--- src/rtl/q2_i2c_target.sv ---
// I2C target with an NREG x 8-bit register file addressed through a pointer byte.
// Define Q2_I2C_TARGET_FILTER_EN to add a 3-sample majority glitch filter on SCL/SDA.
module q2_i2c_target #(
  parameter logic [6:0] ADDR = 7'h50,
  parameter int         NREG = 4
) (
  input  logic              clk,
  input  logic              rst,
  input  logic              scl_in,
  input  logic              sda_in,
  output logic              sda_oe,
  output logic              wr_strobe,
  output logic [3:0]        wr_index,
  output logic [7:0]        wr_data,
  output logic [8*NREG-1:0] regs
);
  localparam int PW = $clog2(NREG);

  typedef enum logic [3:0] {
    S_IDLE      = 4'd0,
    S_ADDR      = 4'd1,
    S_ADDR_ACK  = 4'd2,
    S_PTR       = 4'd3,
    S_PTR_ACK   = 4'd4,
    S_WDATA     = 4'd5,
    S_WDATA_ACK = 4'd6,
    S_RDATA     = 4'd7,
    S_RACK      = 4'd8
  } state_t;

  logic [1:0]    scl_sync_q, scl_sync_d, sda_sync_q, sda_sync_d;
  logic          scl_v, sda_v;
  logic          scl_p_q, scl_p_d, sda_p_q, sda_p_d;
  logic          scl_rise_s, scl_fall_s, start_s, stop_s;
  state_t        state_q, state_d;
  logic [3:0]    bit_cnt_q, bit_cnt_d;
  logic [7:0]    shift_q, shift_d;
  logic [PW-1:0] ptr_q, ptr_d, nxt_ptr_s;
  logic          sda_oe_q, sda_oe_d;
  logic          wr_strobe_q, wr_strobe_d;
  logic [3:0]    wr_index_q, wr_index_d;
  logic [7:0]    wr_data_q, wr_data_d;
  logic [7:0]    reg_q [NREG];
  logic [7:0]    reg_d [NREG];

  // Two-stage synchronizer next values
  always_comb begin
    scl_sync_d = {scl_sync_q[0], scl_in};
    sda_sync_d = {sda_sync_q[0], sda_in};
  end

  // Synchronizer flops, idle-high after reset
  always_ff @(posedge clk or negedge rst) begin
    if (!rst) begin
      scl_sync_q <= 2'b11;
      sda_sync_q <= 2'b11;
    end else begin
      scl_sync_q <= scl_sync_d;
      sda_sync_q <= sda_sync_d;
    end
  end

`ifdef Q2_I2C_TARGET_FILTER_EN
  function automatic logic maj3(input logic a, input logic b, input logic c);
    return (a & b) | (a & c) | (b & c);
  endfunction

  logic [1:0] scl_hist_q, scl_hist_d, sda_hist_q, sda_hist_d;

  // History of the two previous synchronized samples
  always_comb begin
    scl_hist_d = {scl_hist_q[0], scl_sync_q[1]};
    sda_hist_d = {sda_hist_q[0], sda_sync_q[1]};
  end

  // Filter history flops
  always_ff @(posedge clk or negedge rst) begin
    if (!rst) begin
      scl_hist_q <= 2'b11;
      sda_hist_q <= 2'b11;
    end else begin
      scl_hist_q <= scl_hist_d;
      sda_hist_q <= sda_hist_d;
    end
  end

  // A single-clock pulse appears once in the 3-sample window and is outvoted
  assign scl_v = maj3(scl_sync_q[1], scl_hist_q[0], scl_hist_q[1]);
  assign sda_v = maj3(sda_sync_q[1], sda_hist_q[0], sda_hist_q[1]);
`else
  assign scl_v = scl_sync_q[1];
  assign sda_v = sda_sync_q[1];
`endif

  // Edge and bus-condition detection on the cleaned bus levels
  always_comb begin
    scl_p_d    = scl_v;
    sda_p_d    = sda_v;
    scl_rise_s = scl_v & ~scl_p_q;
    scl_fall_s = ~scl_v & scl_p_q;
    start_s    = scl_v & scl_p_q & sda_p_q & ~sda_v;
    stop_s     = scl_v & scl_p_q & ~sda_p_q & sda_v;
  end

  // Protocol FSM: next state, shifter, pointer, register file and outputs
  always_comb begin
    state_d     = state_q;
    bit_cnt_d   = bit_cnt_q;
    shift_d     = shift_q;
    ptr_d       = ptr_q;
    sda_oe_d    = sda_oe_q;
    wr_strobe_d = 1'b0;
    wr_index_d  = wr_index_q;
    wr_data_d   = wr_data_q;
    reg_d       = reg_q;
    nxt_ptr_s   = ptr_q + PW'(1'b1);

    if (start_s) begin
      state_d   = S_ADDR;
      bit_cnt_d = 4'd0;
      sda_oe_d  = 1'b0;
    end else if (stop_s) begin
      state_d   = S_IDLE;
      bit_cnt_d = 4'd0;
      sda_oe_d  = 1'b0;
    end else begin
      case (state_q)
        S_IDLE: begin
          state_d  = S_IDLE;
          sda_oe_d = 1'b0;
        end
        S_ADDR, S_PTR: begin
          if (scl_rise_s && bit_cnt_q != 4'd8) begin
            shift_d   = {shift_q[6:0], sda_v};
            bit_cnt_d = bit_cnt_q + 4'd1;
          end else if (scl_fall_s && bit_cnt_q == 4'd8) begin
            if (state_q == S_PTR) begin
              ptr_d    = shift_q[PW-1:0];
              sda_oe_d = 1'b1;
              state_d  = S_PTR_ACK;
            end else if (shift_q[7:1] == ADDR) begin
              sda_oe_d = 1'b1;
              state_d  = S_ADDR_ACK;
            end else begin
              state_d  = S_IDLE;
            end
          end else begin
            state_d = state_q;
          end
        end
        S_ADDR_ACK: begin
          if (scl_fall_s) begin
            bit_cnt_d = 4'd0;
            if (shift_q[0]) begin
              shift_d  = reg_q[ptr_q];
              sda_oe_d = ~reg_q[ptr_q][7];
              state_d  = S_RDATA;
            end else begin
              sda_oe_d = 1'b0;
              state_d  = S_PTR;
            end
          end else begin
            state_d = S_ADDR_ACK;
          end
        end
        S_PTR_ACK, S_WDATA_ACK: begin
          if (scl_fall_s) begin
            bit_cnt_d = 4'd0;
            sda_oe_d  = 1'b0;
            state_d   = S_WDATA;
          end else begin
            state_d = state_q;
          end
        end
        S_WDATA: begin
          if (scl_rise_s && bit_cnt_q != 4'd8) begin
            shift_d   = {shift_q[6:0], sda_v};
            bit_cnt_d = bit_cnt_q + 4'd1;
            // Commit on the rise that samples bit 0, before the ACK clock
            if (bit_cnt_q == 4'd7) begin
              wr_strobe_d   = 1'b1;
              wr_index_d    = 4'(ptr_q);
              wr_data_d     = {shift_q[6:0], sda_v};
              reg_d[ptr_q]  = {shift_q[6:0], sda_v};
              ptr_d         = nxt_ptr_s;
            end else begin
              wr_strobe_d = 1'b0;
            end
          end else if (scl_fall_s && bit_cnt_q == 4'd8) begin
            sda_oe_d = 1'b1;
            state_d  = S_WDATA_ACK;
          end else begin
            state_d = S_WDATA;
          end
        end
        S_RDATA: begin
          if (scl_rise_s) begin
            bit_cnt_d = bit_cnt_q + 4'd1;
          end else if (scl_fall_s && bit_cnt_q == 4'd8) begin
            sda_oe_d = 1'b0;
            state_d  = S_RACK;
          end else if (scl_fall_s && bit_cnt_q != 4'd0) begin
            shift_d  = {shift_q[6:0], 1'b0};
            sda_oe_d = ~shift_q[6];
          end else begin
            state_d = S_RDATA;
          end
        end
        S_RACK: begin
          if (scl_rise_s) begin
            shift_d[0] = sda_v;
            bit_cnt_d  = 4'd9;
          end else if (scl_fall_s && bit_cnt_q == 4'd9) begin
            bit_cnt_d = 4'd0;
            if (!shift_q[0]) begin
              ptr_d    = nxt_ptr_s;
              shift_d  = reg_q[nxt_ptr_s];
              sda_oe_d = ~reg_q[nxt_ptr_s][7];
              state_d  = S_RDATA;
            end else begin
              state_d  = S_IDLE;
            end
          end else begin
            state_d = S_RACK;
          end
        end
        default: begin
          state_d  = S_IDLE;
          sda_oe_d = 1'b0;
        end
      endcase
    end
  end

  // State, datapath and output registers
  always_ff @(posedge clk or negedge rst) begin
    if (!rst) begin
      scl_p_q     <= 1'b1;
      sda_p_q     <= 1'b1;
      state_q     <= S_IDLE;
      bit_cnt_q   <= 4'd0;
      shift_q     <= 8'h00;
      ptr_q       <= '0;
      sda_oe_q    <= 1'b0;
      wr_strobe_q <= 1'b0;
      wr_index_q  <= 4'd0;
      wr_data_q   <= 8'h00;
      reg_q       <= '{default: 8'h00};
    end else begin
      scl_p_q     <= scl_p_d;
      sda_p_q     <= sda_p_d;
      state_q     <= state_d;
      bit_cnt_q   <= bit_cnt_d;
      shift_q     <= shift_d;
      ptr_q       <= ptr_d;
      sda_oe_q    <= sda_oe_d;
      wr_strobe_q <= wr_strobe_d;
      wr_index_q  <= wr_index_d;
      wr_data_q   <= wr_data_d;
      reg_q       <= reg_d;
    end
  end

  for (genvar k = 0; k < NREG; k++) begin : g_regs
    assign regs[8*k +: 8] = reg_q[k];
  end

  assign sda_oe    = sda_oe_q;
  assign wr_strobe = wr_strobe_q;
  assign wr_index  = wr_index_q;
  assign wr_data   = wr_data_q;

endmodule

--- config.mk ---
export PLATFORM = sky130hd
export DESIGN_NAME = q2_i2c_target
export DESIGN_NICKNAME = d
export VERILOG_FILES = /design/src/rtl/q2_i2c_target.sv
export SDC_FILE = /design/constraint.sdc
export NUM_CORES = 1
export LEC_CHECK = 0
export ABC_AREA = 1
export BUFFER_PORTS_ARGS = -buffer_cell sky130_fd_sc_hd__buf_2
export CORE_ASPECT_RATIO = 1.1
export CORE_MARGIN = 10
export CORE_UTILIZATION = 55
export CTS_CLUSTER_DIAMETER = 60
export DETAILED_ROUTE_END_ITERATION = 8
export GPL_ROUTABILITY_DRIVEN = 0
export PLACE_DENSITY = 0.78
export SYNTH_ARGS = -nofsm -noshare
export SYNTH_HDL_FRONTEND = slang
export SYNTH_SLANG_ARGS = --single-unit
--- constraint.sdc ---
create_clock -name clk -period 2.35 [get_ports clk]
set_input_delay 0.1175 -clock clk [delete_from_list [all_inputs] [get_ports clk]]
set_output_delay 0.1175 -clock clk [all_outputs]
set_load 0.01 [all_outputs]
# [Yosys cells after proc, flatten, opt, wreduce, memory -nomap -nowiden]
# Cells that the tools add are included.
[totals] out_inout_bits=46 regBits=68 wordCells=183 in_bits=4
[op_classes] add_sub_neg=2 reduce_logical=20 order_cmp=3 n_bitwise=18 n_mux=78 eq_ne=45
[op_table] operator="two-way mux 8 bit" n=13
[op_table] operator="two-way mux 4 bit" n=19
[op_table] operator="inequality test 4 bit (second input constant)" n=12
[op_table] operator="binary-select mux 8 bit (select 2 bit)" n=2
[op_table] operator="bitwise mux 32 bit" n=1
[op_table] operator="one-hot mux 8 bit (4 select lines)" n=1
[op_table] operator="inequality test 2 bit (second input constant)" n=13
[op_table] operator="one-hot mux 4 bit (6 select lines)" n=1
[op_table] operator="AND reduction 12 bit" n=2
[op_table] operator="two-way mux 1 bit" n=23
[op_table] operator="== test 4 x 3 -> 1 bit (second input constant)" n=5
[op_table] operator="two-way mux 2 bit" n=10
[op_table] operator="inequality test 5 bit (second input constant)" n=4
[op_table] operator="demux 8 bit (select 2 bit)" n=1
[op_table] operator="one-hot mux 4 bit (4 select lines)" n=1
[op_table] operator="== test 4 bit (second input constant)" n=3
[op_table] operator="AND reduction 11 bit" n=1
[op_table] operator="AND reduction 5 bit" n=2
[op_table] operator="two-way mux 3 bit" n=3
[op_table] operator="NOT 1 bit" n=9
[op_table] operator="AND reduction 9 bit" n=1
[op_table] operator="== test 4 x 2 -> 1 bit (second input constant)" n=2
[op_table] operator="inequality test 4 x 1 -> 1 bit (second input constant)" n=2
[op_table] operator="nonzero test 4 bit" n=2
[op_table] operator="19 further kinds" n=33

# [Depth between registers and ports, before layout]
[logic_depth] depth_word=12 ltp_mapped=13 ltp_nobuf=12

# [Worst setup path after synthesis]
# OpenSTA, ideal clock, no wires.
[synth_path] path_type="register to register" startpoint="register ptr_q[1]" endpoint="register sda_oe_q, in the netlist sda_oe" path_stages_with_launch=14 setup_slack_ps=330 setup_time_ps=117 arrival_time_ps=1903 path_buffers=2 t_required_ps=2233 synth_period_minus_slack_ps=2020 cell_sequence="dfrtp_1 > buf_2 > clkinv_1 > ha_1 > buf_2 > clkinv_1 > nand3_1 > nand2_1 > nand2_1 > nand2_1 > nor2_1 > nor2_1 > nand3_1 > nand2_1"
[synth_via] elab_chain_cells=12 word_cells_on_any_way=19 classes_between="1 x add/sub; 14 x mux; 4 x bitwise"
[synth_rtl] item="start, declared" line_no="38" rtl="logic [PW-1:0] ptr_q, ptr_d, nxt_ptr_s;"
[synth_rtl] item="start signal, assigned" line_no="255" rtl="ptr_q <= ptr_d;"
[synth_rtl] item="adder 2 x 1 -> 2 bit" line_no="116" rtl="nxt_ptr_s = ptr_q + PW'(1'b1);"
[synth_rtl] item="NOT 2 -> 3 bit (implied by the code)" line_no="218" rtl="sda_oe_d = ~reg_q[nxt_ptr_s][7];"
[synth_rtl] item="binary-select mux 8 bit (select 2 bit)" line_no="218"
[synth_rtl] item="two-way mux 8 bit (implied by the code) (2 in a row)" line_no="218"
[synth_rtl] item="NOT 1 bit" line_no="218"
[synth_rtl] item="two-way mux 1 bit" line_no="215" rtl="if (!shift_q[0]) begin"
[synth_rtl] item="two-way mux 1 bit" line_no="213" rtl="end else if (scl_fall_s && bit_cnt_q == 4'd9) begin"
[synth_rtl] item="two-way mux 1 bit" line_no="210" rtl="if (scl_rise_s) begin"
[synth_rtl] item="one-hot mux 1 bit (6 select lines) *" line_no="127" rtl="case (state_q)"
[synth_rtl] item="two-way mux 1 bit *" line_no="122" rtl="end else if (stop_s) begin"
[synth_rtl] item="two-way mux 1 bit *" line_no="118" rtl="if (start_s) begin"
[synth_rtl] item="end signal, assigned" line_no="256" rtl="sda_oe_q <= sda_oe_d;"
[synth_rtl] item="end, declared" line_no="39" rtl="logic sda_oe_q, sda_oe_d;"
# Mark *: on every way between the ends. The rest lies on a longest branch, timed or not. The select of a mux whose other input is x is not followed.
# A chain may end at the register's enable or synchronous reset.

# [Final worst setup path]
[layout_path] startpoint="register bit_cnt_q[0]" endpoint="register ptr_q[1]"
[layout_via] elab_chain_cells=4 word_cells_on_any_way=13 classes_between="9 x eq/ne; 4 x reduce/logical"
[layout_rtl] item="start, declared" line_no="36" rtl="logic [3:0] bit_cnt_q, bit_cnt_d;"
[layout_rtl] item="start signal, assigned" line_no="253" rtl="bit_cnt_q <= bit_cnt_d;"
[layout_rtl] item="== test 4 bit (tied with other cells)" line_no="136" rtl="end else if (scl_fall_s && bit_cnt_q == 4'd8) begin"
[layout_rtl] item="logical AND 1 bit, on equally long branches"
[layout_rtl] item="inequality test 2 bit (no source line)"
[layout_rtl] item="AND reduction 11 bit (no source line) *"
# Mark *: on every way between the ends. The rest lies on a longest branch, timed or not.

==> metrics.yaml <==
run_status: "finished clean"
ios: 50
r2r-start: "bit_cnt_q[0]"
cts_made_buffers: 9
crit_type: "reg2reg"
ys_seq_area_frac: 0.4134
drv_cap: 0
ys_ff_latch: 68
grt_pass1_wl_um: 17510
rows: 33
grt_pass1_vias: 3637
critPathLaunchType: "flop"
tightestPinTransition_ns: 0.8283
wl_um: 10420
core-area_sq_um: 7391
area_growth_pct: 12.53
whs_endpoint: "sda_sync_q[1]"
synth_area_sq_um: 4134
final_layout_size_suffix_gt1_frac: 0.1945
worstHoldStart: "sda_sync_q[0]"
synth_edf_count: 0
critPathSlowestCell: "dfrtp_1"
antenna_left: 0
wl_per_cell_um: 14.80
cts_setup_buffers: 0
leakagePower_uw: 0.002461
stdcell_area_sq_um: 4652
die_h_um: 110.9
dr.pass1.iters: 5
fillers: 661
reg2reg_depth: 9
syn-instance-count: 561
initial_utilization: 0.5593
cp.depth: 9
placed_area_sq_um: 4423
vias: 3899
reg2reg_setup_slack_ns: 0.42
powerDensity_nw_per_um2: 492.9
antenna_found_initial: 0
slowest_delay_ns: 0.44
drt_iter0_markers: 200
cp-end-kind: "flop"
fmax_ghz: 0.5193
h-tree-depth: 3
postCtsResizedCells: 0
cts-root-buf: "clkbuf_8"
vias_per_cell: 5.538
setup_viol: 0
cp_data_required_time_ns: 2.58
cp_max_fo: 6
worst_ep_arrival_time_ns: 2.15
synth_warnings: 0
synth_cell_type_count: 37
rsz0062_at_grt: "false"
clock_path_buffers: 2
worst_r2r_endpoint: "ptr_q[1]"
fin_crit_sh: 0.8194
portBuffers: 47
cts.clk_slew.worst_paths_ns: 0.07
die_w_um: 102.7
skew_ns: 0.01707
worstHoldPathCells: 0
path_cells: "inv_1 -> ha_1 -> nand3_2 -> nor2_1 -> o21ai_0 -> nor2_1 -> nand2_1 -> nand2_1 -> o21ai_0"
synthArstFlopShare: 1.000
cts_hold_buf: 3
grt_max_degree: 69
layout.nets: 623
dieArea_sq_um: 11390
dpl.hpwl_um: 7819
slew_headroom: 0.4478
ys.flop_type: "dfrtp_1"
critical_path.top_delay_family: "simple AND/OR/NAND/NOR gates"
clkLatencyLatePin_ns: 0.36
mostFrequentLayoutCell: "nand2_1"
final_cell_mix: "nand2_1 (178), dfrtp_1 (62), nand3_1 (52), buf_2 (47), nor2_1 (44)"
cp_num_buf_inv: 1
diodes: 0
syn_avg_cell_area_sq_um: 7.369
fin_crit_ns: 1.926
grt_overflow: 0
grt_usage: 0.1888
drc: 0
cts.sinks: 68
ir_worst_vdd_v: 0.0003858
hold_violations: 0
worst_hold_path_type: "reg2reg"
drv_slew: 0
setup-tns-final_ns: 0
cts_tree: "yes"
## cells by family after synthesis
| logic type | Yosys count | synth area share |
|---|---|---|
| AOI/OAI and AO/OA | 106 | 0.1332 |
| xor gates and xnor gates | 2 | 0.004238 |
| adders and majority gates | 7 | 0.02119 |
| buffers and inverters | 61 | 0.06658 |
| DFF | 68 | 0.4134 |
| other | 1 | 0.0009071 |
| and+or+nand+nor | 316 | 0.3605 |
## layer usage
layer,global-route usage,part of all wire,wire (um),vias to the layer above
li1,-,-,-,1939
met1,0.2334,0.43,4452,1783
met2,0.2990,0.47,4907,154
met3,0.05362,0.079,828,23
met4,0.07627,0.022,229,0
met5,0,0,0,-
## worst max-delay path by stage
| stage | end | start | slack, ns |
|---|---|---|---|
| floorplan | sda_oe | ptr_q[1] | 0.33 |
| global placement | sda_oe | ptr_q[1] | 0.58 |
| detailed placement | ptr_q[1] | bit_cnt_q[0] | 0.50 |
| CTS | ptr_q[1] | bit_cnt_q[0] | 0.48 |
| global route | ptr_q[1] | bit_cnt_q[0] | 0.26 |
| finish | ptr_q[1] | bit_cnt_q[0] | 0.42 |
## Yosys cell counts (all sizes together) (2+ instances only)
cell	instances	share of area
nand2	190	0.19
o21ai	74	0.091
dfrtp	62	0.38
nand3	59	0.080
nor2	57	0.072
inv	41	0.038
a21oi	26	0.031
buf	12	0.021
ha	7	0.021
clkbuf	6	0.0054
dfstp	6	0.038
nand4	5	0.0076
o211ai	3	0.0054
clkinv	2	0.0018
nand3b	2	0.0067
o22ai	2	0.0030
## worst reg2reg max path, delay by kind of cell, from the launching register on
family                   cells  cell delay [ns]
AND/OR/NAND/NOR              5             0.83
buffers and inverters        1             0.08
AO/OA/AOI/OAI                2             0.22
flip-flops                   1             0.44
adder cells (fa/ha/maj)      1             0.23
## layout make-up
type | instances | area, sq um | share of cell area
Multi-Input combinational cell | 433 | 2153 | 0.4629
Sequential cell | 68 | 1709 | 0.3674
Timing Repair Buffer | 57 | 317.8 | 0.06832
Inverter | 43 | 163.9 | 0.03523
Clock buffer | 9 | 123.9 | 0.02663
Tap cell | 87 | 108.9 | 0.02340
Clock inverter | 7 | 75.07 | 0.01614
## sequential cells by signal, indices dropped and copies added (netlist names)
signal	flops
wr_data	8
scl_sync_q	2
bit_cnt_q	4
scl_p_q	1
sda_oe	1
wr_index	2
shift_q	8
sda_p_q	1
sda_sync_q	2
regs	32
ptr_q	2
state_q	4
wr_strobe	1
## stage by stage
stage          power, uW  hold slack (ns)  cells  setup WS, ns    util
2_1_floorplan       1295          -0.1781    562        0.3300       -
3_3_place_gp        1341           0.2227    685        0.5776  0.5984
3_5_place_dp        1344           0.2237    685        0.4952  0.5984
4_1_cts             2314           0.3584    704        0.4787  0.6294
5_1_grt             2392           0.3667    704        0.2557  0.6294
6_report            2293           0.3572    704        0.4244  0.6294
## power breakdown
part	switching [uW]	internal, uW
registers	7.74	1180
logic	101	35.4
clock network	473	495
total	581	1710
Power figures use the tool's default switching activity.
